===== config.mk =====
export PLATFORM = sky130hd
export DESIGN_NAME = mmio_display
export DESIGN_NICKNAME = d
export VERILOG_FILES = /design/src/rtl/mmio_display_pkg.sv /design/src/rtl/mmio_display_seg7_enc.sv /design/src/rtl/mmio_display.sv
export SDC_FILE = /design/constraint.sdc
export NUM_CORES = 1
export LEC_CHECK = 0
export ABC_AREA = 0
export ABC_CLOCK_PERIOD_IN_PS = 6400
export CAP_MARGIN = 15
export CORE_MARGIN = 5
export CORE_UTILIZATION = 45
export DETAILED_ROUTE_END_ITERATION = 10
export GPL_ROUTABILITY_DRIVEN = 0
export PLACE_DENSITY = 0.67
export SLEW_MARGIN = 0
export SYNTH_ARGS = -nofsm -noshare
export SYNTH_HDL_FRONTEND = slang
export SYNTH_SLANG_ARGS = --single-unit

===== constraint.sdc =====
create_clock -name clk -period 6.4 [get_ports clk]
set_input_delay 1.92 -clock clk [delete_from_list [all_inputs] [get_ports clk]]
set_output_delay 1.92 -clock clk [all_outputs]
set_load 0.02 [all_outputs]

===== src/rtl/mmio_display_pkg.sv =====
// mmio_display shared constants: register offsets and 7-seg codes.
// Optional build macro used by the top: MMIO_DISP_BLANK_EN.
package mmio_display_pkg;

    localparam logic [3:0] OFS_DIG0 = 4'd0;
    localparam logic [3:0] OFS_DIG1 = 4'd1;
    localparam logic [3:0] OFS_DIG2 = 4'd2;
    localparam logic [3:0] OFS_DIG3 = 4'd3;
    localparam logic [3:0] OFS_CHR0 = 4'd4;
    localparam logic [3:0] OFS_CHR1 = 4'd5;
    localparam logic [3:0] OFS_CHR2 = 4'd6;
    localparam logic [3:0] OFS_CHR3 = 4'd7;
    localparam logic [3:0] OFS_BTN  = 4'd8;

    localparam logic [3:0] MASK_IDLE = 4'b1110;
    localparam logic [6:0] SEG_BLANK = 7'h7F;

    // Active-low {g,f,e,d,c,b,a}
    localparam logic [6:0] SEG_0 = 7'h40;
    localparam logic [6:0] SEG_1 = 7'h79;
    localparam logic [6:0] SEG_2 = 7'h24;
    localparam logic [6:0] SEG_3 = 7'h30;
    localparam logic [6:0] SEG_4 = 7'h19;
    localparam logic [6:0] SEG_5 = 7'h12;
    localparam logic [6:0] SEG_6 = 7'h02;
    localparam logic [6:0] SEG_7 = 7'h78;
    localparam logic [6:0] SEG_8 = 7'h00;
    localparam logic [6:0] SEG_9 = 7'h10;
    localparam logic [6:0] SEG_A = 7'h08;
    localparam logic [6:0] SEG_B = 7'h03;
    localparam logic [6:0] SEG_C = 7'h46;
    localparam logic [6:0] SEG_D = 7'h21;
    localparam logic [6:0] SEG_E = 7'h06;
    localparam logic [6:0] SEG_F = 7'h0E;

endpackage


===== src/rtl/mmio_display_seg7_enc.sv =====
// seg7_enc: hex nibble to active-low 7-segment code.
// Purely combinational.
module seg7_enc
    import mmio_display_pkg::*;
(
    input  logic [3:0] hex,
    output logic [6:0] seg
);

    always_comb begin
        unique case (hex)
            4'h0: seg = SEG_0;
            4'h1: seg = SEG_1;
            4'h2: seg = SEG_2;
            4'h3: seg = SEG_3;
            4'h4: seg = SEG_4;
            4'h5: seg = SEG_5;
            4'h6: seg = SEG_6;
            4'h7: seg = SEG_7;
            4'h8: seg = SEG_8;
            4'h9: seg = SEG_9;
            4'hA: seg = SEG_A;
            4'hB: seg = SEG_B;
            4'hC: seg = SEG_C;
            4'hD: seg = SEG_D;
            4'hE: seg = SEG_E;
            4'hF: seg = SEG_F;
        endcase
    end

endmodule


===== src/rtl/mmio_display.sv =====
// mmio_display: bus-mapped hex digits, char LEDs and button flags,
// scanned onto 7-seg and LED banks. MMIO_DISP_BLANK_EN: zero blanking.
module mmio_display
    import mmio_display_pkg::*;
#(
    parameter int         SCAN_DIV_W = 16,
    parameter int         SCAN_DIV   = 50000,
    parameter logic [7:0] BASE       = 8'hF0
) (
    input  logic       clk,
    input  logic       rst,
    input  logic       we,
    input  logic [7:0] addr,
    input  logic [7:0] di,
    input  logic [3:0] btn_pulse,
    output logic       hit,
    output logic [7:0] rdata,
    output logic [6:0] num,
    output logic [3:0] n_mask,
    output logic [7:0] char,
    output logic [3:0] c_mask
);

    logic [3:0]            dig [4];
    logic [7:0]            chr [4];
    logic [3:0]            flags;
    logic [SCAN_DIV_W-1:0] pre;
    logic [1:0]            idx;
    logic [7:0]            off;
    logic                  wr_en;
    logic [3:0]            w1c;
    logic [6:0]            seg;
    logic                  blank;

    assign off   = addr - BASE;
    assign hit   = (off <= 8'd8);
    assign wr_en = we && hit;
    assign w1c   = (wr_en && off[3:0] == OFS_BTN) ? di[3:0] : 4'b0;

    always_ff @(posedge clk) begin
        if (rst) begin
            for (int i = 0; i < 4; i++) begin
                dig[i] <= '0;
                chr[i] <= '0;
            end
        end else if (wr_en) begin
            case (off[3:0])
                OFS_DIG0: dig[0] <= di[3:0];
                OFS_DIG1: dig[1] <= di[3:0];
                OFS_DIG2: dig[2] <= di[3:0];
                OFS_DIG3: dig[3] <= di[3:0];
                OFS_CHR0: chr[0] <= di;
                OFS_CHR1: chr[1] <= di;
                OFS_CHR2: chr[2] <= di;
                OFS_CHR3: chr[3] <= di;
                default: ;
            endcase
        end
    end

    // Set is applied after the W1C clear so a same-cycle pulse survives
    always_ff @(posedge clk) begin
        if (rst) flags <= '0;
        else     flags <= (flags & ~w1c) | btn_pulse;
    end

    always_ff @(posedge clk) begin
        if (rst) begin
            pre <= '0;
            idx <= '0;
        end else if (pre == SCAN_DIV_W'(SCAN_DIV - 1)) begin
            pre <= '0;
            idx <= idx + 2'd1;
        end else begin
            pre <= pre + 1'b1;
        end
    end

    always_comb begin
        rdata = '0;
        if (hit) begin
            case (off[3:0])
                OFS_DIG0: rdata = {4'b0, dig[0]};
                OFS_DIG1: rdata = {4'b0, dig[1]};
                OFS_DIG2: rdata = {4'b0, dig[2]};
                OFS_DIG3: rdata = {4'b0, dig[3]};
                OFS_CHR0: rdata = chr[0];
                OFS_CHR1: rdata = chr[1];
                OFS_CHR2: rdata = chr[2];
                OFS_CHR3: rdata = chr[3];
                OFS_BTN:  rdata = {4'b0, flags};
                default:  rdata = '0;
            endcase
        end
    end

    seg7_enc u_seg7 (
        .hex (dig[idx]),
        .seg (seg)
    );

`ifdef MMIO_DISP_BLANK_EN
    // Digit 3 is most significant; digit 0 always shows
    always_comb begin
        blank = 1'b0;
        case (idx)
            2'd1: blank = (dig[1] == 0) && (dig[2] == 0) && (dig[3] == 0);
            2'd2: blank = (dig[2] == 0) && (dig[3] == 0);
            2'd3: blank = (dig[3] == 0);
            default: blank = 1'b0;
        endcase
    end
`else
    assign blank = 1'b0;
`endif

    always_ff @(posedge clk) begin
        if (rst) begin
            n_mask <= MASK_IDLE;
            c_mask <= MASK_IDLE;
            num    <= SEG_0;
            char   <= 8'hFF;
        end else begin
            n_mask <= ~(4'b0001 << idx);
            c_mask <= ~(4'b0001 << idx);
            num    <= blank ? SEG_BLANK : seg;
            char   <= ~chr[idx];
        end
    end

endmodule


# After elaboration in Yosys (flattened, before gate mapping)
# Memories as Yosys holds them, arrays and structs flattened. A register that Yosys moved wholly into a read port is not among the register bits.
# Cells that the tools add are included.
[word_totals] reg_bits=34 latchBits=0 ram_bits=48 rom_bits=112 input_bits=23 out_inout_bits=32 wordCells=88 memories=3
[classes] add_sub_neg=3 multipliers=0 div=0 order_cmp=1 eq_ne=9 shift=1 mux=49 n_bitwise=13 n_reduce_logical=4
[memory_table] name="(name not given)" words=16 width=7 rd=1 rd_ports_with_merged_regs=1 write_ports=0 line_no="mmio_display_seg7_enc.sv:11" rtl="unique case (hex)"
[memory_table] name="chr" words=4 width=8 rd=5 rd_ports_with_merged_regs=1 write_ports=4 line_no="mmio_display.sv:25" rtl="logic [7:0] chr [4];"
[memory_table] name="dig" words=4 width=4 rd=5 rd_ports_with_merged_regs=1 write_ports=4 line_no="mmio_display.sv:24" rtl="logic [3:0] dig [4];"
[op_table] cell="case mux 8 bit (9 select lines)" count=1
[op_table] cell="2-to-1 mux 8 bit" count=5
[op_table] cell="2-to-1 mux 1 bit" count=34
[op_table] cell="2-to-1 mux 4 bit" count=5
[op_table] cell="adder 16 x 1 -> 16 bit (second input constant)" count=1
[op_table] cell="== test 16 bit (second input constant)" count=1
[op_table] cell="== test 4 x 3 -> 1 bit (second input constant)" count=4
[op_table] cell="== test 4 x 2 -> 1 bit (second input constant)" count=2
[op_table] cell="less-or-equal comparator 8 x 4 -> 1 bit (second input constant)" count=1
[op_table] cell="2-to-1 mux 2 bit" count=4
[op_table] cell="inverter 4 bit" count=2
[op_table] cell="inverter 8 bit" count=1
[op_table] cell="OR 1 bit" count=8
[op_table] cell="subtractor 8 bit (second input constant)" count=1
[op_table] cell="AND 4 bit" count=1
[op_table] cell="== test 4 x 1 -> 1 bit (second input constant)" count=1
[op_table] cell="== test 4 bit (second input constant)" count=1
[op_table] cell="zero test 4 bit" count=1
[op_table] cell="OR 4 bit" count=1
[op_table] cell="left shift 1 x 2 -> 4 bit (first input constant)" count=1
[op_table] cell="adder 2 x 1 -> 2 bit (second input constant)" count=1
[op_table] cell="logical AND 1 bit" count=2
[op_table] cell="OR reduction 2 bit" count=1

# Longest topological paths before layout
[depth] depth_word=8 depth_mapped=7 ltp_nobuf=6

# Cells and area by module
# Synthesis repeated with hierarchy kept, for this count alone.
[hier_totals] cells_unflattened=395 area_unflattened_um2=4508.1
[by_module_without_submodules] mod="mmio_display" instances=1 cells_each=363 area_per_inst_um2=4232.8 seq_area_each_um2=2302.2
[by_module_without_submodules] mod="seg7_enc" instances=1 cells_each=32 area_per_inst_um2=275.3 seq_area_each_um2=0.0

# Worst setup path before layout
# No wires, ideal clock.
[synth_timing] kind="input to output" from="input port addr[0]" to="output port rdata[4]" arrival_time_ns=3.336 t_required_ns=4.480 slack_ns=1.144 cell_stages=6 path_buffers=2 cell_sequence="clkbuf_1 -> clkbuf_1 -> nor2b_1 -> and2_1 -> a22oi_1 -> a21oi_1"
[synth_via] elab_chain_cells=4 word_cells_on_any_way=13 classes_between="1 x add/sub; 1 x order compare; 8 x eq/ne; 2 x mux; 1 x reduce/logical"
[synth_rtl] element="start, declared" line_no="mmio_display.sv:13" rtl="input logic [7:0] addr,"
[synth_rtl] element="subtractor 8 bit (*)" line_no="mmio_display.sv:35" rtl="assign off = addr - BASE;"
[synth_rtl] element="parallel branches: the longest is 2 deep, another holds less-or-equal comparator 8 x 4 -> 1 bit"
[synth_rtl] element="2-to-1 mux 8 bit (*)" line_no="mmio_display.sv:81" rtl="if (hit) begin"
[synth_rtl] element="end, declared" line_no="mmio_display.sv:17" rtl="output logic [7:0] rdata,"
# Mark *: on every way between the ends.

# Worst setup path in the final report
[layout_timing] from="input port addr[1]" to="output port rdata[1]"
# The elaborated chain is that of the path after synthesis.

==> out/results.tsv <==
stage	metric	value	unit
critical_path	required time of the critical path	4.48	ns
synth	synth warn	0	
routing	First DRT Iteration DRCs	256	
routing	Detailed Routing Iterations Pass 1	5	
timing	Least-Margin Pin Slew	0.929	ns
cts	# clock sinks	91	
synth	sequential share of the synthesized area	51.5	%
finish	filler cell count	888	
worst_hold_path	Hold Path Depth	1	
floorplanning	Die ar.	12000	um^2
critical_path	WP data arrival	4.34	ns
worst_hold_path	worst hold start	pre[0]	
timing	period utilisation layout	97.8	%
cts	post-CTS resize count	0	
worst_hold_path	Hold WC Path Type	flip-flop to flip-flop	
global_routing	vias in the first global route	3163	
critical_path	Critical Path Sink Type	output pin	
timing	Peak Freq	160	MHz
synth	post-synth top area cell	edfxtp_1	
pwr	Peak VDD IR	0.101	mV
critical_path	kind of critical path	input pin to output pin	
synth	synthesized net count	435	
floorplanning	die height	110	um
global_routing	initial antenna violation count	0	
timing	Hold Fails Final Rpt	0	
synth	Synth area leaders	edfxtp_1, dfxtp_1, and2_1, mux4_2, nor2_1	
floorplanning	I/O Pins	55	
critical_path	worst reg-to-reg path cell count	6	
cts	clock root cell	clkbuf_8	
timing	max-slew violations	0	
placement	PortBufs	54	
synth	most numerous cell in the Yosys netlist	and2_1	
synth	Commonest cells post-synth	and2_1, edfxtp_1, dfxtp_1	
worst_hold_path	hold endpoint	pre[0]	
cts	postcts setup bufs	0	
finish	register area	2300	um^2
synth	number of synthesized flops with an enable pin	48	
cts	number of hold buffers added after CTS	0	
finish	area occupied by multi-input gates	2000	um^2
floorplanning	Initial Utilization	45.9	%
cts	CTS Buf Count	9	
cts	worst skew pair latency	0.36	ns
timing	minimum clock period	6.26	ns
floorplanning	Chip Width	110	um
synth	Yosys cell types	51	
placement	post-DP HPWL	7350	um
timing	setup_tns	0	ns
floorplanning	Site Rows	36	
critical_path	r2r setup slk	3.75	ns
synth	Async S/R FF share, synth	0	%
routing	routed via count	3183	
synth	Synth Instances	401	
pwr	leak pwr	1.87	nW
outcome	status	finished, final reports clean	
routing	WL per Instance	17.3	um
synth	top cell type's share of synthesized area	32.3	%
routing	Vias/cell	5.39	
finish	synthesis-to-finish area growth	18.9	%
finish	share of cells above drive strength 1	10.1	%
synth	Mapped Area	4470	um^2
routing	Final ANT Viol Nets	0	
timing	Worst Skew	0.0172	ns
cts	CTS H-tree lvls	3	
critical_path	r2r endpoint	num[3]	
pwr	Pwr per Cell Area	213	nW/um^2
timing	RSZ-0062 raised after global routing	no	
floorplanning	Core Box Area	9730	um^2
global_routing	first-pass GRT wire length	16300	um
timing	Rel. slew slack	37.9	%
synth	syn avg cell area	11.1	um^2
timing	final setup fails	0	
global_routing	largest net degree at the start of global routing	39	
cts	clock buffer depth	2	
finish	Antenna Cells	0	
critical_path	Crit Path Max Fanout	9	
synth	Top FF cell, synth	edfxtp_1	
pwr	Pwr Total	1.13	mW
finish	utilization after layout	54.6	%
finish	Layout Nets	486	
routing	drc violations	0	
cts	clock-pin slew on the worst setup and hold paths	0.09	ns
routing	Total Wirelength	10200	um
global_routing	Overflow after GRT	0	
global_routing	Total GRT Usage	18.1	%
run	Max-cap violations	0	
synth	synthesis-stage register bit count	91	
cts	CTS tree	built	
critical_path	CP startpoint kind	input pin	
worst max-delay path, stage by stage:
cell,delay [ns]
clkdlybuf4s50_1,0.61
buf_4,0.27
nor2_1,0.19
and2_1,0.30
a221oi_1,0.13
a31oi_1,0.25
clkdlybuf4s50_1,0.66
area by class of cell:
cell class / instances / share of cell area [%]
Clock buffer: 9 / 2.33
Clock inverter: 7 / 1.11
Inverter: 14 / 0.989
Multi-Input combinational cell: 273 / 37.7
Sequential cell: 91 / 43.3
Tap cell: 133 / 3.13
Timing Repair Buffer: 63 / 11.4
report_power, final:
group / switching [mW] / internal (mW)
clock network: 0.220 / 0.148
logic: 0.0574 / 0.0524
registers: 0.0140 / 0.638
layout by cell type, fill, tap and decap left out, drive strengths merged, types with 6 or more instances in the layout:
master / count
clkbuf: 9
buf: 9
o21bai: 8
clkdlybuf4s50: 54
nor2: 39
nand2b: 13
and3: 7
a22oi: 9
and2: 53
xnor2: 9
ha: 11
dfxtp: 43
nand3: 11
nor3: 6
a21oi: 10
mux4: 14
mux2i: 6
edfxtp: 48
nand2: 20
inv: 18
kinds of logic (layout without fill, tap and decap cells):
group | count (synthesis) | after routing | share of synthesized area, %
flip-flops | 91 | 91 | 51.5
XOR/XNOR | 13 | 13 | 2.55
AND/OR/NAND/NOR | 172 | 172 | 21.1
buffers and inverters | 37 | 93 | 3.67
multiplexers | 23 | 23 | 9.16
AO/OA/AOI/OAI | 54 | 54 | 8.88
adder cells (fa/ha/maj) | 11 | 11 | 3.08
flip-flops by register name, indices dropped and copies added (netlist names), named ones only:
signal	cells
c_mask	4
char	8
chr	32
dig	16
flags	4
idx	2
num	7
pre	16
worst max-delay path by stage:
| stage | startpoint | endpoint | slack, ns | depth (start not counted) |
|---|---|---|---|---|
| 5_1_grt | addr[0] | rdata[7] | 0.06 | 7 |
| 3_5_place_dp | addr[1] | rdata[1] | 0.19 | 7 |
| 6_report | addr[1] | rdata[1] | 0.14 | 7 |
| 2_1_floorplan | addr[0] | rdata[4] | 1.14 | 6 |
| 4_1_cts | addr[1] | rdata[1] | 0.17 | 7 |
| 3_3_place_gp | addr[0] | rdata[6] | 0.24 | 7 |
per-layer routing:
metal	wire length, um	up-vias	global-route usage (%)
met3	738	16	4.46
met4	143	0	6.14
met1	4520	1504	24.3
met5	0	-	0
met2	4780	124	28.8
li1	-	1539	-
stage by stage:
step	cells	setup WS (ns)	hold WS, ns	area (um^2)
after global placement	574	0.236	0.428	5130
after floorplan	401	1.14	0.413	4470
after CTS	590	0.165	0.450	5310
after detailed placement	574	0.186	0.436	5130
after global routing	590	0.0614	0.473	5310
final	590	0.144	0.443	5310
No activity file was read; power rests on OpenSTA's default activity.
